### src/rtl/counter_access_arbiter.sv
// Round-robin arbiter sharing the counter core's register port among NUM_REQ requesters.
// Each accepted request runs IDLE -> ACCESS (core strobe) -> RESPOND (response pulse).
module counter_access_arbiter #(
  parameter int NUM_REQ = 2
) (
  input  logic                   clk,
  input  logic                   reset,
  input  logic [NUM_REQ-1:0]     reqValid,
  input  logic [NUM_REQ-1:0]     reqWrite,
  input  logic [2*NUM_REQ-1:0]   reqAddr,
  input  logic [32*NUM_REQ-1:0]  reqWdata,
  output logic [NUM_REQ-1:0]     reqReady,
  output logic [NUM_REQ-1:0]     rspValid,
  output logic [31:0]            rspRdata,
  output logic [31:0]            counterIn,
  output logic                   counterEnIn,
  output logic                   counterDirIn,
  output logic                   counterIreIn,
  output logic                   counterWe,
  output logic                   counterRe,
  output logic                   counterConfigWe,
  output logic                   counterConfigRe,
  output logic                   counterStatusRe,
  input  logic [31:0]            counterOut,
  input  logic                   counterEnOut,
  input  logic                   counterDirOut,
  input  logic                   counterIreOut,
  input  logic                   counterLT1000Out,
  input  logic                   counterIrq,
  output logic                   irq
);

  localparam int GW = (NUM_REQ > 1) ? $clog2(NUM_REQ) : 1;

  typedef enum logic [1:0] {IDLE, ACCESS, RESPOND} state_t;

  state_t          r_state, w_next;
  logic [GW-1:0]   r_lastGrant, r_win, w_win, w_cand;
  logic            w_found, w_accept, w_clr;
  logic            r_wr, r_w0, r_pend;
  logic [1:0]      r_addr;
  logic [31:0]     r_rdata, w_rdata;
  logic            w_wr;
  logic [1:0]      w_addr;
  logic [31:0]     w_wdata;

  // First requesting index searching upward from lastGrant+1, wrapping at NUM_REQ.
  always_comb begin
    w_found = 1'b0;
    w_win   = '0;
    w_cand  = '0;
    for (int k = 1; k <= NUM_REQ; k++) begin
      w_cand = GW'((int'(r_lastGrant) + k) % NUM_REQ);
      if (!w_found && reqValid[w_cand]) begin
        w_found = 1'b1;
        w_win   = w_cand;
      end
    end
  end

  assign w_wr     = reqWrite[w_win];
  assign w_addr   = reqAddr[{w_win, 1'b0} +: 2];
  assign w_wdata  = reqWdata[{w_win, 5'b0} +: 32];
  assign w_accept = (r_state == IDLE) && w_found && !reset;
  assign w_clr    = (r_state == ACCESS) && r_wr && (r_addr == 2'd3) && r_w0;

  always_ff @(posedge clk) begin
    if (reset) r_state <= IDLE;
    else       r_state <= w_next;
  end

  // Handshake pulses are suppressed while reset is high so a reset in RESPOND drops the response.
  always_comb begin
    w_next   = r_state;
    reqReady = '0;
    rspValid = '0;
    case (r_state)
      IDLE: begin
        if (w_found) begin
          w_next          = ACCESS;
          reqReady[w_win] = !reset;
        end
      end
      ACCESS:  w_next = RESPOND;
      RESPOND: begin
        w_next          = IDLE;
        rspValid[r_win] = !reset;
      end
      default: w_next = IDLE;
    endcase
  end

  always_comb begin
    w_rdata = '0;
    case (r_addr)
      2'd0:    w_rdata = counterOut;
      2'd1:    w_rdata = {29'b0, counterIreOut, counterDirOut, counterEnOut};
      2'd2:    w_rdata = {31'b0, counterLT1000Out};
      default: w_rdata = {31'b0, r_pend};
    endcase
  end

  // Strobes are registered at accept so they appear for exactly the ACCESS cycle.
  always_ff @(posedge clk) begin
    if (reset) begin
      r_lastGrant     <= GW'(NUM_REQ - 1);
      r_win           <= '0;
      r_wr            <= 1'b0;
      r_addr          <= '0;
      r_w0            <= 1'b0;
      r_rdata         <= '0;
      r_pend          <= 1'b0;
      counterIn       <= '0;
      counterEnIn     <= 1'b0;
      counterDirIn    <= 1'b0;
      counterIreIn    <= 1'b0;
      counterWe       <= 1'b0;
      counterRe       <= 1'b0;
      counterConfigWe <= 1'b0;
      counterConfigRe <= 1'b0;
      counterStatusRe <= 1'b0;
    end else begin
      counterWe       <= 1'b0;
      counterRe       <= 1'b0;
      counterConfigWe <= 1'b0;
      counterConfigRe <= 1'b0;
      counterStatusRe <= 1'b0;
      if (w_accept) begin
        r_win           <= w_win;
        r_wr            <= w_wr;
        r_addr          <= w_addr;
        r_w0            <= w_wdata[0];
        counterWe       <= w_wr  && (w_addr == 2'd0);
        counterConfigWe <= w_wr  && (w_addr == 2'd1);
        counterRe       <= !w_wr && (w_addr == 2'd0);
        counterConfigRe <= !w_wr && (w_addr == 2'd1);
        counterStatusRe <= !w_wr && (w_addr == 2'd2);
        if (w_wr && (w_addr == 2'd0)) counterIn <= w_wdata;
        if (w_wr && (w_addr == 2'd1)) begin
          counterEnIn  <= w_wdata[0];
          counterDirIn <= w_wdata[1];
          counterIreIn <= w_wdata[2];
        end
      end
      if (r_state == ACCESS)  r_rdata     <= r_wr ? 32'd0 : w_rdata;
      if (r_state == RESPOND) r_lastGrant <= r_win;
      // A new interrupt in the same cycle as a W1C clear keeps the flag set.
      r_pend <= counterIrq | (r_pend & ~w_clr);
    end
  end

  assign rspRdata = r_rdata;
  assign irq      = r_pend;

endmodule

### config.mk
export PLATFORM = sky130hd
export DESIGN_NAME = counter_access_arbiter
export DESIGN_NICKNAME = d
export VERILOG_FILES = /design/src/rtl/counter_access_arbiter.sv
export SDC_FILE = /design/constraint.sdc
export NUM_CORES = 1
export LEC_CHECK = 0
export ABC_CLOCK_PERIOD_IN_PS = 2600
export CAP_MARGIN = 20
export CORE_AREA = 2 2 78 118
export DETAILED_ROUTE_END_ITERATION = 8
export DIE_AREA = 0 0 80 120
export PLACE_DENSITY = 0.82
export SYNTH_ARGS = -nofsm -noshare
export SYNTH_HDL_FRONTEND = slang
export SYNTH_SLANG_ARGS = --single-unit
### constraint.sdc
create_clock -name clk -period 2.6 [get_ports clk]
set_input_delay 0.52 -clock clk [delete_from_list [all_inputs] [get_ports clk]]
set_output_delay 0.52 -clock clk [all_outputs]
set_load 0.02 [all_outputs]
==> reports/qor.yml, run 1 <==
drtIter0Drc: 136
synth_area_um2: 3620
row_count: 42
status: "completed"
htree_levels: 3
fp.dieH_um: 120
max_freq_mhz: 411
cts_buffers: 9
synth_flop_cell: "dfxtp_1"
async_flop_share_pct: 0
criticalPathCategory: "input pin to primary output"
area_delta_synth_final_pct: 63.8
fin_crit_sh_pct: 93.5
power.total_mw: 3.24
clkTransAtPathRegs_ps: 60
drc: 0
post-cts-setup-buffers: 0
synth_enable_flop_cells: 0
preCtsSetupSlack_ps: -126
viasPerCell: 5.00
netlist_top_cells_count: "81 x dfxtp_1, 64 x nand2_1, 41 x nor2_1"
arrival_ps: 1910
powerDensity_nw_per_um2: 547
diodes: 0
synth_cell_type_count: 33
start_util_pct: 42.0
max-vdd-ir-drop_uv: 406
ctsHoldBuffers: 0
antenna_found_initial: 0
ys_ff_latch: 81
dp_hpwl_mm: 7.68
synth_largest_area_cell: "dfxtp_1"
ys.warnings.count: 0
critPathCaptureType: "primary output"
synth_most_common_cell: "dfxtp_1"
fin_skew_ps: 5.27
ff2ff_setup_slack_ps: 600
wl_per_cell_um: 15.1
wl_mm: 10.3
worstHoldPathType: "flip-flop to flip-flop"
synth_area_leaders: "dfxtp_1 45%, mux2_4 12%, a22oi_1 6.6%"
cap_violations: 0
chipWidth_um: 80
hold_ws_ps: 503
syn_nets: 498
crit_required_ps: 2080
dp.cells: 670
final_cells: 685
worstPathMaxFanout: 3
worst_pin_slew_ps: 743
yosysTopAreaCellShare_pct: 44.8
num_io_pins: 188
start_kind: "input pin"
overflow: 0
maxSlewHeadroom_pct: 50.5
cts_root_buf: "clkbuf_16"
final_nets: 682
finalHoldViolCount: 0
min_period_ps: 2430
dr.pass1.iters: 4
setup-tns-final_ps: 0
gp_congestion: 0.772
cts_tree: "built"
clkSinkCount: 81
grt_pass1_wl_mm: 16.1
cts_resized: 2
core_area_um2: 8620
dieArea_um2: 9600
rsz0062_at_grt: "false"
finalSetupViolCount: 0
cts_max_path_buffers: 2
syn_inst: 387
worstSkewPairLatency_ps: 330
leakagePower_nw: 2.39
grt_start_max_net_pins: 59
io_buffers: 187
synth_seq_area_share_pct: 44.8
maxSlewViolCount: 0
grtUsageTotal_pct: 21.3
grt_pass1_vias: 3466
via_count: 3424
worst_slack_ps: 169
ant_nets: 0
drive_above_1_share_pct: 12.9
synth_area_per_cell_um2: 9.35
==> stage by stage <==
step / util, % / area (um2)
2_1_floorplan: - / 3620
3_3_place_gp: 65.2 / 5620
3_5_place_dp: 65.2 / 5620
4_1_cts: 68.8 / 5930
5_1_grt: 68.8 / 5930
6_report: 68.8 / 5930
==> report_power, final <==
| part | leakage, nW | internal (mW) | switching (mW) |
|---|---|---|---|
| clock network | 0.153 | 0.860 | 0.456 |
| logic | 1.58 | 0.329 | 0.265 |
| registers | 0.657 | 1.29 | 0.0363 |
==> cell type report <==
type	instances	area (um2)
Clock buffer	12	246
Clock inverter	3	65.1
Fill cell	692	2690
Inverter	3	11.3
Multi-Input combinational cell	273	1840
Sequential cell	81	1620
Tap cell	110	138
Timing Repair Buffer	203	2000
==> per-layer routing <==
layer	routed length, um	part of all wire (%)	track usage (%)
met1	4000	39	23.0
met2	5300	51	38.0
met3	829	8.0	7.14
met4	188	1.8	7.42
met5	0	0	0
==> flip-flops by register name, summed over array words and instances, names as in the netlist <==
signal,cells
r_wr,1
counterIn,32
r_win,1
r_state,2
r_w0,1
counterIreIn,1
counterConfigWe,1
irq,1
counterEnIn,1
r_lastGrant,1
counterConfigRe,1
counterRe,1
counterDirIn,1
counterWe,1
r_addr,2
rspRdata,32
counterStatusRe,1
==> cells in the final DEF, fill, tap and decap left out, drive strengths merged, types with 3 or more instances in the layout <==
cell type | netlist | layout
clkdlybuf4s50 | 0 | 184
dfxtp | 81 | 81
nand2 | 64 | 64
nor2 | 41 | 41
nor2b | 38 | 38
mux2 | 36 | 36
a21oi | 35 | 35
a22oi | 32 | 32
buf | 14 | 17
clkbuf | 16 | 12
a211oi | 4 | 4
mux2i | 4 | 4
nor3 | 3 | 3
nor4b | 3 | 3
==> worst paths after layout <==
| kind | startpoint | to | cells past startpoint |
|---|---|---|---|
| hold reg to reg | irq | irq | 2 |
| setup / recovery | reqValid[1] | reqReady[0] | 5 |
| setup reg to reg | r_lastGrant | counterIn[16] | 6 |
| hold / removal | irq | irq | 2 |
==> worst max-delay path, cell delays in order <==
cell             delay, ps
clkdlybuf4s50_1        490
nor2_1                  50
or4_4                  420
nor2_1                  90
dlygate4sd2_1          340
==> logic make-up (layout without fill, tap and decap cells) <==
group                  after synthesis  count (layout)  synth area share (%)
AOI/OAI and AO/OA                   75              75                  13.3
buffers and inverters               33             221                  4.29
DFF                                 81              81                  44.8
muxes                               41              41                  16.6
and+or+nand+nor                    157             157                  21.0
(Power assumes the default switching activity.)
==> inputs of run 2 (changes only) <==
--- a/config.mk
+++ b/config.mk
@@ -5,12 +5,13 @@
 export SDC_FILE = /design/constraint.sdc
 export NUM_CORES = 1
 export LEC_CHECK = 0
-export ABC_CLOCK_PERIOD_IN_PS = 2600
 export CAP_MARGIN = 20
 export CORE_AREA = 2 2 78 118
 export DETAILED_ROUTE_END_ITERATION = 8
 export DIE_AREA = 0 0 80 120
 export PLACE_DENSITY = 0.82
+export REMOVE_ABC_BUFFERS = 1
+export SKIP_CTS_REPAIR_TIMING = 1
 export SYNTH_ARGS = -nofsm -noshare
 export SYNTH_HDL_FRONTEND = slang
 export SYNTH_SLANG_ARGS = --single-unit
==> reports/qor.yml, run 2 (same netlist as run 1, synthesis figures left out) <==
status: "completed"
path_buf_inv: 2  # unchanged
dp_hpwl_mm: 7.40  # -3.6%
worstSkewPairLatency_ps: 330  # about the same
power.total_mw: 3.35  # +3.4%
p_switching_uw: 760  # +0.40%
p_int_mw: 2.59  # +4.3%
fin_area_um2: 6000  # +1.2%
power_frac_clock_pct: 42.6  # +2.0 points
ff2ff_setup_slack_ps: 660  # +60 ps
row_count: 42  # unchanged
finalSetupViolCount: 0  # unchanged
drive_above_1_share_pct: 13.6  # +0.77 points
io_buffers: 187  # unchanged
cts_tree: "built"
final_common_cell: "clkdlybuf4s50_1"
max_freq_mhz: 423  # +2.9%
grtUsageTotal_pct: 20.8  # -0.48 points
swShare_pct: 22.7  # -0.68 points
ant_nets: 0  # unchanged
finalHoldViolCount: 0  # unchanged
drtIter0Drc: 131  # -3.7%
wl_mm: 9.83  # -4.7%
startpoint: "reqValid[0]"
rsz0062_at_grt: "false"
cp_slowest_cell: "clkdlybuf4s50_1"
start_util_pct: 42.0  # unchanged
dieArea_um2: 9600  # unchanged
num_io_pins: 188  # unchanged
worst_pin_slew_ps: 574  # -169 ps
fin_skew_ps: 5.53  # +0.260 ps
maxSlewHeadroom_pct: 61.7  # +11 points
final_cells: 689  # +0.58%
seqPwrFrac_pct: 39.6  # -1.5 points
critPathCaptureType: "primary output"
criticalPathCategory: "input pin to primary output"
crit_family: "buffers and inverters"
dp.cells: 673  # +0.45%
cts_max_path_buffers: 2  # unchanged
hold_ws_ps: 490  # -12.6 ps
grt_pass1_wl_mm: 15.7  # -2.6%
cap_violations: 0  # unchanged
chipWidth_um: 80  # unchanged
dr.pass1.iters: 4  # unchanged
fin_crit_sh_pct: 90.9  # -2.6 points
overflow: 0  # unchanged
final_cell_mix: "184 x clkdlybuf4s50_1, 81 x dfxtp_1, 64 x nand2_1"
htree_levels: 3  # unchanged
viasPerCell: 4.98  # -0.38%
antenna_found_initial: 0  # unchanged
leakagePower_nw: 2.45  # +2.3%
crit_path_end: "reqReady[0]"
n_fill_cell: 703  # +1.6%
maxSlewViolCount: 0  # unchanged
start_kind: "input pin"
powerDensity_nw_per_um2: 558  # +2.2%
placed_cell_area_um2: 5650  # +0.53%
max_stage_delay_ps: 490  # about the same
grt_start_max_net_pins: 60  # +1.7%
final_nets: 685  # +0.44%
reg2regPathDepth: 4  # -2
gp_congestion: 0.791  # +2.5%
reg2reg_from: "r_state[1]"
area_delta_synth_final_pct: 65.7
pwr-share-comb_pct: 17.9  # -0.4 points
wl_per_cell_um: 14.3  # -5.2%
worstHoldPathType: "flip-flop to flip-flop"
cts_buffers: 9  # unchanged
diodes: 0  # unchanged
crit_top_cell: "nor2_1"
fp.dieH_um: 120  # unchanged
crit_cells: 5  # unchanged
crit_chain: "clkdlybuf4s50_1, nor2_1, or4_4, nor2_1, dlymetal6s2s_1"
max-vdd-ir-drop_uv: 340  # -16%
clkTransAtPathRegs_ps: 50  # about the same
arrival_ps: 1840  # -70 ps
cts_root_buf: "clkbuf_16"
drc: 0  # unchanged
crit_required_ps: 2080  # about the same
clkSinkCount: 81  # unchanged
grt_pass1_vias: 3382  # -2.4%
min_period_ps: 2360  # -68.3 ps
worstPathMaxFanout: 3  # unchanged
r2r_end: "counterDirIn"
via_count: 3431  # +0.20%
core_area_um2: 8620  # unchanged
[run 2: worst min path at each step]
stage,cells after the start,slack (ps),start,end
2_1_floorplan,2,470,r_w0,r_w0
3_3_place_gp,2,480,irq,irq
3_5_place_dp,2,480,irq,irq
4_1_cts,2,490,irq,irq
5_1_grt,2,530,irq,irq
6_report,2,490,irq,irq
[run 2: layout make-up]
class | count | area, um2 | share of cell area, %
Multi-Input combinational cell | 273 | 1850 | 30.9
Sequential cell | 81 | 1620 | 27.0
Clock inverter | 5 | 103 | 1.71
Tap cell | 110 | 138 | 2.30
Timing Repair Buffer | 206 | 2030 | 33.8
Clock buffer | 11 | 243 | 4.05
Inverter | 3 | 11.3 | 0.188
[run 2: metal layers]
layer | wire, um | global-route usage (%) | up-vias | share of wire [%]
li1 | - | - | 1691 | -
met3 | 746 | 5.71 | 18 | 7.6
met5 | 0 | 0 | - | 0
met2 | 5120 | 38.1 | 139 | 52
met1 | 3780 | 22.1 | 1583 | 38
met4 | 185 | 7.84 | 0 | 1.9
[run 2: power by group through the flow]
stage	sequential, mW	clock, mW	combinational (mW)
floorplan	1.40	0	0.199
global placement	1.35	0	0.588
detailed placement	1.35	0	0.599
CTS	1.32	1.46	0.603
global route	1.33	1.50	0.647
finish	1.33	1.43	0.599
[run 2: stage by stage]
stage | util (%) | TNS, ps | setup WS [ps]
final | 69.6 | 0 | 238
after detailed placement | 65.5 | -297 | -155
after global placement | 65.5 | -286 | -154
after CTS | 69.5 | -317 | -160
after floorplan | - | -9630 | -302
after global routing | 69.6 | 0 | 145
[run 2: worst reg2reg max path: stages (launching register included)]
cell	delay, ps
dfxtp_1	370
or4_4	540
buf_4	170
nor4b_4	380
mux2_2	380
==> inputs of run 3 (changes only) <==
--- a/config.mk
+++ b/config.mk
@@ -5,7 +5,7 @@
 export SDC_FILE = /design/constraint.sdc
 export NUM_CORES = 1
 export LEC_CHECK = 0
-export CAP_MARGIN = 20
+export CAP_MARGIN = 15
 export CORE_AREA = 2 2 78 118
 export DETAILED_ROUTE_END_ITERATION = 8
 export DIE_AREA = 0 0 80 120
==> results of run 3 <==
The final DEF is identical to that of run 2; final timing and power are the same.
